==> config.mk <==
export PLATFORM = sky130hd
export DESIGN_NAME = mult_div_unit_flat
export DESIGN_NICKNAME = d
export VERILOG_FILES = /design/src/rtl/mult_div_unit_if.sv /design/src/rtl/mult_div_unit.sv /design/src/flat_wrapper.sv
export SDC_FILE = /design/constraint.sdc
export NUM_CORES = 1
export LEC_CHECK = 0
export CAP_MARGIN = 20
export CORE_UTILIZATION = 50
export DETAILED_ROUTE_END_ITERATION = 8
export DONT_BUFFER_PORTS = 1
export PLACE_DENSITY = 0.77
export SLEW_MARGIN = 20
export SYNTH_ARGS = -nofsm -noshare
export SYNTH_HDL_FRONTEND = slang
export SYNTH_SLANG_ARGS = --single-unit
==> constraint.sdc <==
create_clock -name clk -period 3.97 [get_ports clk]
set_clock_uncertainty 0.05 [all_clocks]
set_input_delay 0.397 -clock clk [delete_from_list [all_inputs] [get_ports clk]]
set_output_delay 0.397 -clock clk [all_outputs]
set_load 0.02 [all_outputs]
==> src/rtl/mult_div_unit_if.sv <==
// Multiply/divide unit bus interface.
//   master : issuing side (EX control) drives start/op/operands/cancel
//   slave  : mult_div_unit, returns busy/done/hilo_we/hi/lo/div_by_zero
interface mult_div_unit_if #(
   parameter int unsigned WIDTH = 32
);
   logic             start;
   logic [1:0]       op;
   logic [WIDTH-1:0] rs_val;
   logic [WIDTH-1:0] rt_val;
   logic             cancel;
   logic             busy;
   logic             done;
   logic             hilo_we;
   logic [WIDTH-1:0] hi_out;
   logic [WIDTH-1:0] lo_out;
   logic             div_by_zero;

   modport master (
      output start, op, rs_val, rt_val, cancel,
      input  busy, done, hilo_we, hi_out, lo_out, div_by_zero
   );

   modport slave (
      input  start, op, rs_val, rt_val, cancel,
      output busy, done, hilo_we, hi_out, lo_out, div_by_zero
   );
endinterface

==> src/rtl/mult_div_unit.sv <==
// Iterative multiply/divide unit (mult, multu, div, divu) feeding hi/lo.
//   clk, rst_n : rising-edge clock, synchronous active-low reset
//   bus        : start/op/rs_val/rt_val/cancel in; busy/done/hilo_we/
//                hi_out/lo_out/div_by_zero out (see mult_div_unit_if)
// One shift-add or restoring shift-subtract step per RUN cycle on magnitudes;
// signs are applied in FIX. Result visible in DONE, one cycle later.
module mult_div_unit #(
   parameter int unsigned WIDTH = 32,
   parameter int unsigned CNT_W = 6
) (
   input logic           clk,
   input logic           rst_n,
   mult_div_unit_if.slave bus
);
   typedef enum logic [1:0] {StIdle, StRun, StFix, StDone} state_e;

   state_e               state_q, state_d;
   logic [CNT_W-1:0]     cnt_q;
   logic [1:0]           op_q;
   logic                 neg_a_q, neg_b_q, zero_q;
   // hi half: partial product / remainder; lo half: multiplier / quotient
   logic [2*WIDTH-1:0]   acc_q;
   logic [WIDTH-1:0]     b_q;
   logic [WIDTH-1:0]     hi_q, lo_q;

   logic                 launch, step, load_res;
   logic                 sgn_in;
   logic [WIDTH-1:0]     abs_rs, abs_rt;
   logic [WIDTH:0]       sum, shifted, diff;
   logic [2*WIDTH-1:0]   acc_step, prod_fix;
   logic [WIDTH-1:0]     quo_fix, rem_fix, fix_hi, fix_lo;

   // FSM next state. cancel also suppresses a launch in DONE: a flushed
   // instruction must not start a new operation.
   always_comb begin
      state_d  = state_q;
      launch   = 1'b0;
      step     = 1'b0;
      load_res = 1'b0;
      unique case (state_q)
         StIdle: begin
            if (bus.start && !bus.cancel) begin
               launch  = 1'b1;
               state_d = StRun;
            end
         end
         StRun: begin
            if (bus.cancel) begin
               state_d = StIdle;
            end else begin
               step = 1'b1;
               if (cnt_q == '0) state_d = StFix;
            end
         end
         StFix: begin
            if (bus.cancel) begin
               state_d = StIdle;
            end else begin
               load_res = 1'b1;
               state_d  = StDone;
            end
         end
         StDone: begin
            if (bus.start && !bus.cancel) begin
               launch  = 1'b1;
               state_d = StRun;
            end else begin
               state_d = StIdle;
            end
         end
         default: state_d = StIdle;
      endcase
   end

   // Operand magnitudes; op[0]==0 means signed.
   always_comb begin
      sgn_in = !bus.op[0];
      abs_rs = (sgn_in && bus.rs_val[WIDTH-1]) ? -bus.rs_val : bus.rs_val;
      abs_rt = (sgn_in && bus.rt_val[WIDTH-1]) ? -bus.rt_val : bus.rt_val;
   end

   // One iteration step.
   always_comb begin
      sum      = {1'b0, acc_q[2*WIDTH-1:WIDTH]} + {1'b0, (acc_q[0] ? b_q : '0)};
      shifted  = {acc_q[2*WIDTH-1:WIDTH], acc_q[WIDTH-1]};
      diff     = shifted - {1'b0, b_q};
      acc_step = {sum, acc_q[WIDTH-1:1]};
      if (op_q[1]) begin
         // Borrow clear: subtract succeeds, quotient bit 1. With b==0 this
         // always succeeds, giving all-ones quotient and remainder == |rs|.
         if (!diff[WIDTH]) acc_step = {diff[WIDTH-1:0], acc_q[WIDTH-2:0], 1'b1};
         else              acc_step = {shifted[WIDTH-1:0], acc_q[WIDTH-2:0], 1'b0};
      end
   end

   // Sign fix-up. For div-by-zero the remainder sign fix restores rs_val.
   always_comb begin
      prod_fix = (!op_q[0] && (neg_a_q ^ neg_b_q)) ? -acc_q : acc_q;
      quo_fix  = acc_q[WIDTH-1:0];
      if (!op_q[0] && (neg_a_q ^ neg_b_q)) quo_fix = -acc_q[WIDTH-1:0];
      if (zero_q) quo_fix = '1;
      rem_fix  = acc_q[2*WIDTH-1:WIDTH];
      if (!op_q[0] && neg_a_q) rem_fix = -acc_q[2*WIDTH-1:WIDTH];
      fix_hi   = op_q[1] ? rem_fix : prod_fix[2*WIDTH-1:WIDTH];
      fix_lo   = op_q[1] ? quo_fix : prod_fix[WIDTH-1:0];
   end

   always_ff @(posedge clk) begin
      if (!rst_n) begin
         state_q <= StIdle;
         cnt_q   <= '0;
         op_q    <= '0;
         neg_a_q <= 1'b0;
         neg_b_q <= 1'b0;
         zero_q  <= 1'b0;
         acc_q   <= '0;
         b_q     <= '0;
         hi_q    <= '0;
         lo_q    <= '0;
      end else begin
         state_q <= state_d;
         if (launch) begin
            op_q    <= bus.op;
            neg_a_q <= sgn_in && bus.rs_val[WIDTH-1];
            neg_b_q <= sgn_in && bus.rt_val[WIDTH-1];
            zero_q  <= bus.op[1] && (bus.rt_val == '0);
            acc_q   <= {{WIDTH{1'b0}}, abs_rs};
            b_q     <= abs_rt;
            cnt_q   <= CNT_W'(WIDTH - 1);
         end else if (step) begin
            acc_q <= acc_step;
            cnt_q <= cnt_q - CNT_W'(1);
         end
         if (load_res) begin
            hi_q <= fix_hi;
            lo_q <= fix_lo;
         end
      end
   end

   always_comb begin
      bus.busy        = (state_q == StRun) || (state_q == StFix);
      bus.done        = (state_q == StDone);
      bus.hilo_we     = (state_q == StDone);
      bus.div_by_zero = (state_q == StDone) && zero_q;
      bus.hi_out      = hi_q;
      bus.lo_out      = lo_q;
   end
endmodule
==> src/flat_wrapper.sv <==
// flat-port wrapper written by rule: the top's interface ports become plain ports
module mult_div_unit_flat 
#(
   parameter int unsigned WIDTH = 32,
   parameter int unsigned CNT_W = 6
)
  (clk, rst_n, bus_start, bus_op, bus_rs_val, bus_rt_val, bus_cancel, bus_busy, bus_done, bus_hilo_we, bus_hi_out, bus_lo_out, bus_div_by_zero);
  mult_div_unit_if #(.WIDTH(WIDTH)) bus_i ();
  input logic clk;
  input logic rst_n;
  input wire logic [$bits(bus_i.start)-1:0] bus_start;
  input wire logic [$bits(bus_i.op)-1:0] bus_op;
  input wire logic [$bits(bus_i.rs_val)-1:0] bus_rs_val;
  input wire logic [$bits(bus_i.rt_val)-1:0] bus_rt_val;
  input wire logic [$bits(bus_i.cancel)-1:0] bus_cancel;
  output wire logic [$bits(bus_i.busy)-1:0] bus_busy;
  output wire logic [$bits(bus_i.done)-1:0] bus_done;
  output wire logic [$bits(bus_i.hilo_we)-1:0] bus_hilo_we;
  output wire logic [$bits(bus_i.hi_out)-1:0] bus_hi_out;
  output wire logic [$bits(bus_i.lo_out)-1:0] bus_lo_out;
  output wire logic [$bits(bus_i.div_by_zero)-1:0] bus_div_by_zero;
  assign bus_i.start = bus_start;
  assign bus_i.op = bus_op;
  assign bus_i.rs_val = bus_rs_val;
  assign bus_i.rt_val = bus_rt_val;
  assign bus_i.cancel = bus_cancel;
  assign bus_busy = bus_i.busy;
  assign bus_done = bus_i.done;
  assign bus_hilo_we = bus_i.hilo_we;
  assign bus_hi_out = bus_i.hi_out;
  assign bus_lo_out = bus_i.lo_out;
  assign bus_div_by_zero = bus_i.div_by_zero;
  mult_div_unit #(.WIDTH(WIDTH), .CNT_W(CNT_W)) u_core (.clk(clk), .rst_n(rst_n), .bus(bus_i));
endmodule
==> results.yml <==
cts:
  postCtsSetupBuffers: 0
  htreeDepth: 4
  cts_sinks: 173
  cts_buffers: 17
  clockBufferDepth: 2
  ctsRootBufferMaster: "clkbuf_16"
  clk_pin_slew_worst_paths_ns: 0.08
  cts_tree: "built"
  insertion_delay_ns: 0.45
flow_run:
  maxCapViolCount: 0
grt:
  grt_max_degree: 144
  global_route.usage.met3: 0.0631
  grt_usage: 0.302
  grt.busiest_layer: "met2"
  grt_pass1_wl_mm: 68.4
  grt_use_met1: 0.415
  grt_use_met2: 0.464
  antenna_found_initial: 0
  grt_pass1_vias: 12600
  grt-ovfl-total: 0
detailed_routing:
  vias: 13600
  wl_mm: 42.8
  first_iter_violations: 1235
  post_drt_wl_per_cell_um: 20.1
  final_antenna_net_count: 0
  viasPerCell: 6.39
  drc_errors: 0
  drt_first_pass_iters: 6
sta:
  final_max_slew_viol_count: 0
  period_needed_ns: 3.69
  rsz0062_at_grt: "false"
  setup_viol: 0
  hold_viol_final: 0
  fmaxAchievable_mhz: 271
  hold_ws_ns: 0.0324
  tightest_slew_ns: 1.07
  tns_ns: 0
  finalCritPeriodShare: 0.929
  max_slew_margin: 0.284
floorplanning:
  die_w_um: 167
  rows: 60
  core_mm2: 0.0269
  dieArea_mm2: 0.0280
  io-pin-count: 138
  die_h_um: 167
  initial_core_util: 0.509
cells_and_area:
  fill_cells: 2552
  antennaDiodeCount: 0
  utilization: 0.553
  fin_nets: 1928
  drive_above_1_share: 0.0741
  area_growth_pct: 8.47
  finish.instance_area_mm2: 0.0149
logic_synthesis:
  ys_ff_latch: 173
  yosys_warnings: 0
  synthArstFlopShare: 0
  synth_area_mm2: 0.0137
  syn-num-nets: 1957
  yosysSeqAreaShare: 0.253
  synth_edf_count: 0
  avgSynthCellArea_um2: 7.56
  syn_inst: 1811
  synthFlopType: "dfxtp_1"
  ys_types: 74
pwr:
  p_leak_nw: 6.45
  pwr-share-clk: 0.315
  total_power_w: 0.00573
  p_sw_w: 0.00223
  internal_power_w: 0.00350
  power_frac_comb: 0.341
  seq_power_share: 0.344
  p_per_area_mw_per_mm2: 386
  switching_share: 0.389
  irDropWorstVdd_uv: 268
placed_design:
  hpwl_mm: 32.0
  place.gp.congestion: 0.999
  post_dp_cell_area_mm2: 0.0142
  io_buffers: 0
setup_path:
  worst-setup-path-type: "flop to flop"
  worstPathMaxFanout: 6
  critPathRequiredTime_ns: 4.25
  cp.arrival_ns: 3.96
  cp-start-kind: "flop"
  cp-end-kind: "flop"
worst_hold_path:
  worstHoldPathType: "primary input to flop"
status:
  status: "finished clean"
[sequential cells by signal, summed over array words and instances (netlist names)]
name	count
u_core.op_q	2
u_core.bus.hi_out	32
u_core.acc_q	64
u_core.neg_a_q	1
u_core.zero_q	1
u_core.bus.lo_out	32
u_core.b_q	32
u_core.cnt_q	6
u_core.state_q	2
u_core.neg_b_q	1
[cell type report]
type | count | area, um2 | share of cell area
Sequential cell | 173 | 3460 | 0.233
Clock inverter | 15 | 204 | 0.0137
Inverter | 64 | 240 | 0.0162
Multi-Input combinational cell | 1461 | 9580 | 0.645
Timing Repair Buffer | 65 | 513 | 0.0345
Clock buffer | 17 | 425 | 0.0286
Tap cell | 341 | 427 | 0.0287
[power groups by stage]
stage               combinational [W]  sequential, W  clock [W]
global route                  0.00213        0.00198    0.00189
detailed placement            0.00190        0.00201          0
CTS                           0.00192        0.00197    0.00181
floorplan                     0.00145        0.00195          0
finish                        0.00195        0.00197    0.00181
global placement              0.00187        0.00200          0
[synth_stat cells, types with 15 or more instances]
| cell | count | share of area |
|---|---|---|
| o21ai_0 | 149 | 0.054 |
| o211ai_1 | 39 | 0.021 |
| nand3_1 | 29 | 0.011 |
| and2_1 | 24 | 0.011 |
| nand2b_1 | 18 | 0.0082 |
| xor2_1 | 65 | 0.042 |
| a21boi_0 | 16 | 0.0088 |
| o21a_1 | 17 | 0.0093 |
| o31ai_1 | 23 | 0.013 |
| inv_1 | 63 | 0.017 |
| ha_1 | 74 | 0.068 |
| nor3_1 | 55 | 0.020 |
| o211a_1 | 59 | 0.043 |
| clkbuf_1 | 104 | 0.029 |
| a31oi_1 | 18 | 0.0082 |
| a211oi_1 | 19 | 0.010 |
| and3_1 | 15 | 0.0069 |
| nor2b_1 | 17 | 0.0078 |
| nor2_1 | 149 | 0.041 |
| xnor2_1 | 96 | 0.061 |
| nand2_1 | 194 | 0.053 |
| a21o_1 | 30 | 0.016 |
| mux2i_1 | 39 | 0.029 |
| dfxtp_1 | 173 | 0.25 |
| a21oi_1 | 157 | 0.057 |
[worst paths after layout]
check                                start                             to  slack [ns]  cells after the start
min                          bus_rs_val[0]   u_core.acc_q[0]$_SDFFE_PN0P_        0.03                      2
min reg2reg     u_core.b_q[0]$_SDFFE_PN0P_     u_core.b_q[0]$_SDFFE_PN0P_        0.45                      2
max          u_core.acc_q[50]$_SDFFE_PP0P_  u_core.acc_q[37]$_SDFFE_PP0P_        0.28                     13
max reg2reg  u_core.acc_q[50]$_SDFFE_PP0P_  u_core.acc_q[37]$_SDFFE_PP0P_        0.28                     13
[layout by cell type (no fill, tap or decap), types with 55 or more instances in the layout]
cell type / count
xor2_1: 65
a21oi_1: 156
ha_1: 74
xnor2_1: 96
nor3_1: 55
o21ai_0: 148
dfxtp_1: 172
buf_4: 63
nand2_1: 194
o211a_1: 59
inv_1: 63
nor2_1: 149
[logic make-up after synthesis]
group,after synthesis,synth area share
AOI/OAI and AO/OA,604,0.293
and+or+nand+nor,575,0.199
buffers and inverters,177,0.0489
DFF,173,0.253
xor gates and xnor gates,161,0.103
adders and majority gates,76,0.0705
muxes,45,0.0334
[repair_timing]
action / CTS / global route
endpoints found under the setup margin: 0 / 1
endpoints found under the hold margin: 0 / 0
hold buffers: 0 / 0
gates resized for setup: 0 / 1
[worst max-delay path, cell delays in order, from the launching register on]
cell and delay (ns):
dfxtp_1 0.55, ha_1 0.39, a21oi_1 0.20, o21ai_0 0.12, a2111oi_0 0.45, buf_4 0.21, nor4_1 0.06, o21a_1 0.18
a211oi_1 0.27, and2_1 0.36, buf_4 0.20, mux2_2 0.33, a21oi_1 0.14, nor2_1 0.07
[metal layers]
layer,share of wire,wire length [um]
met5,0,0
met4,0.034,1450
met3,0.096,4120
met2,0.43,18500
met1,0.44,18800
[metrics by stage]
stage	cells	worst slack, ns
after floorplan	1811	0.429
after global placement	2104	0.447
after detailed placement	2104	0.372
after CTS	2136	0.291
after global routing	2136	0.0612
final	2136	0.281
Power figures use the tool's default switching activity.
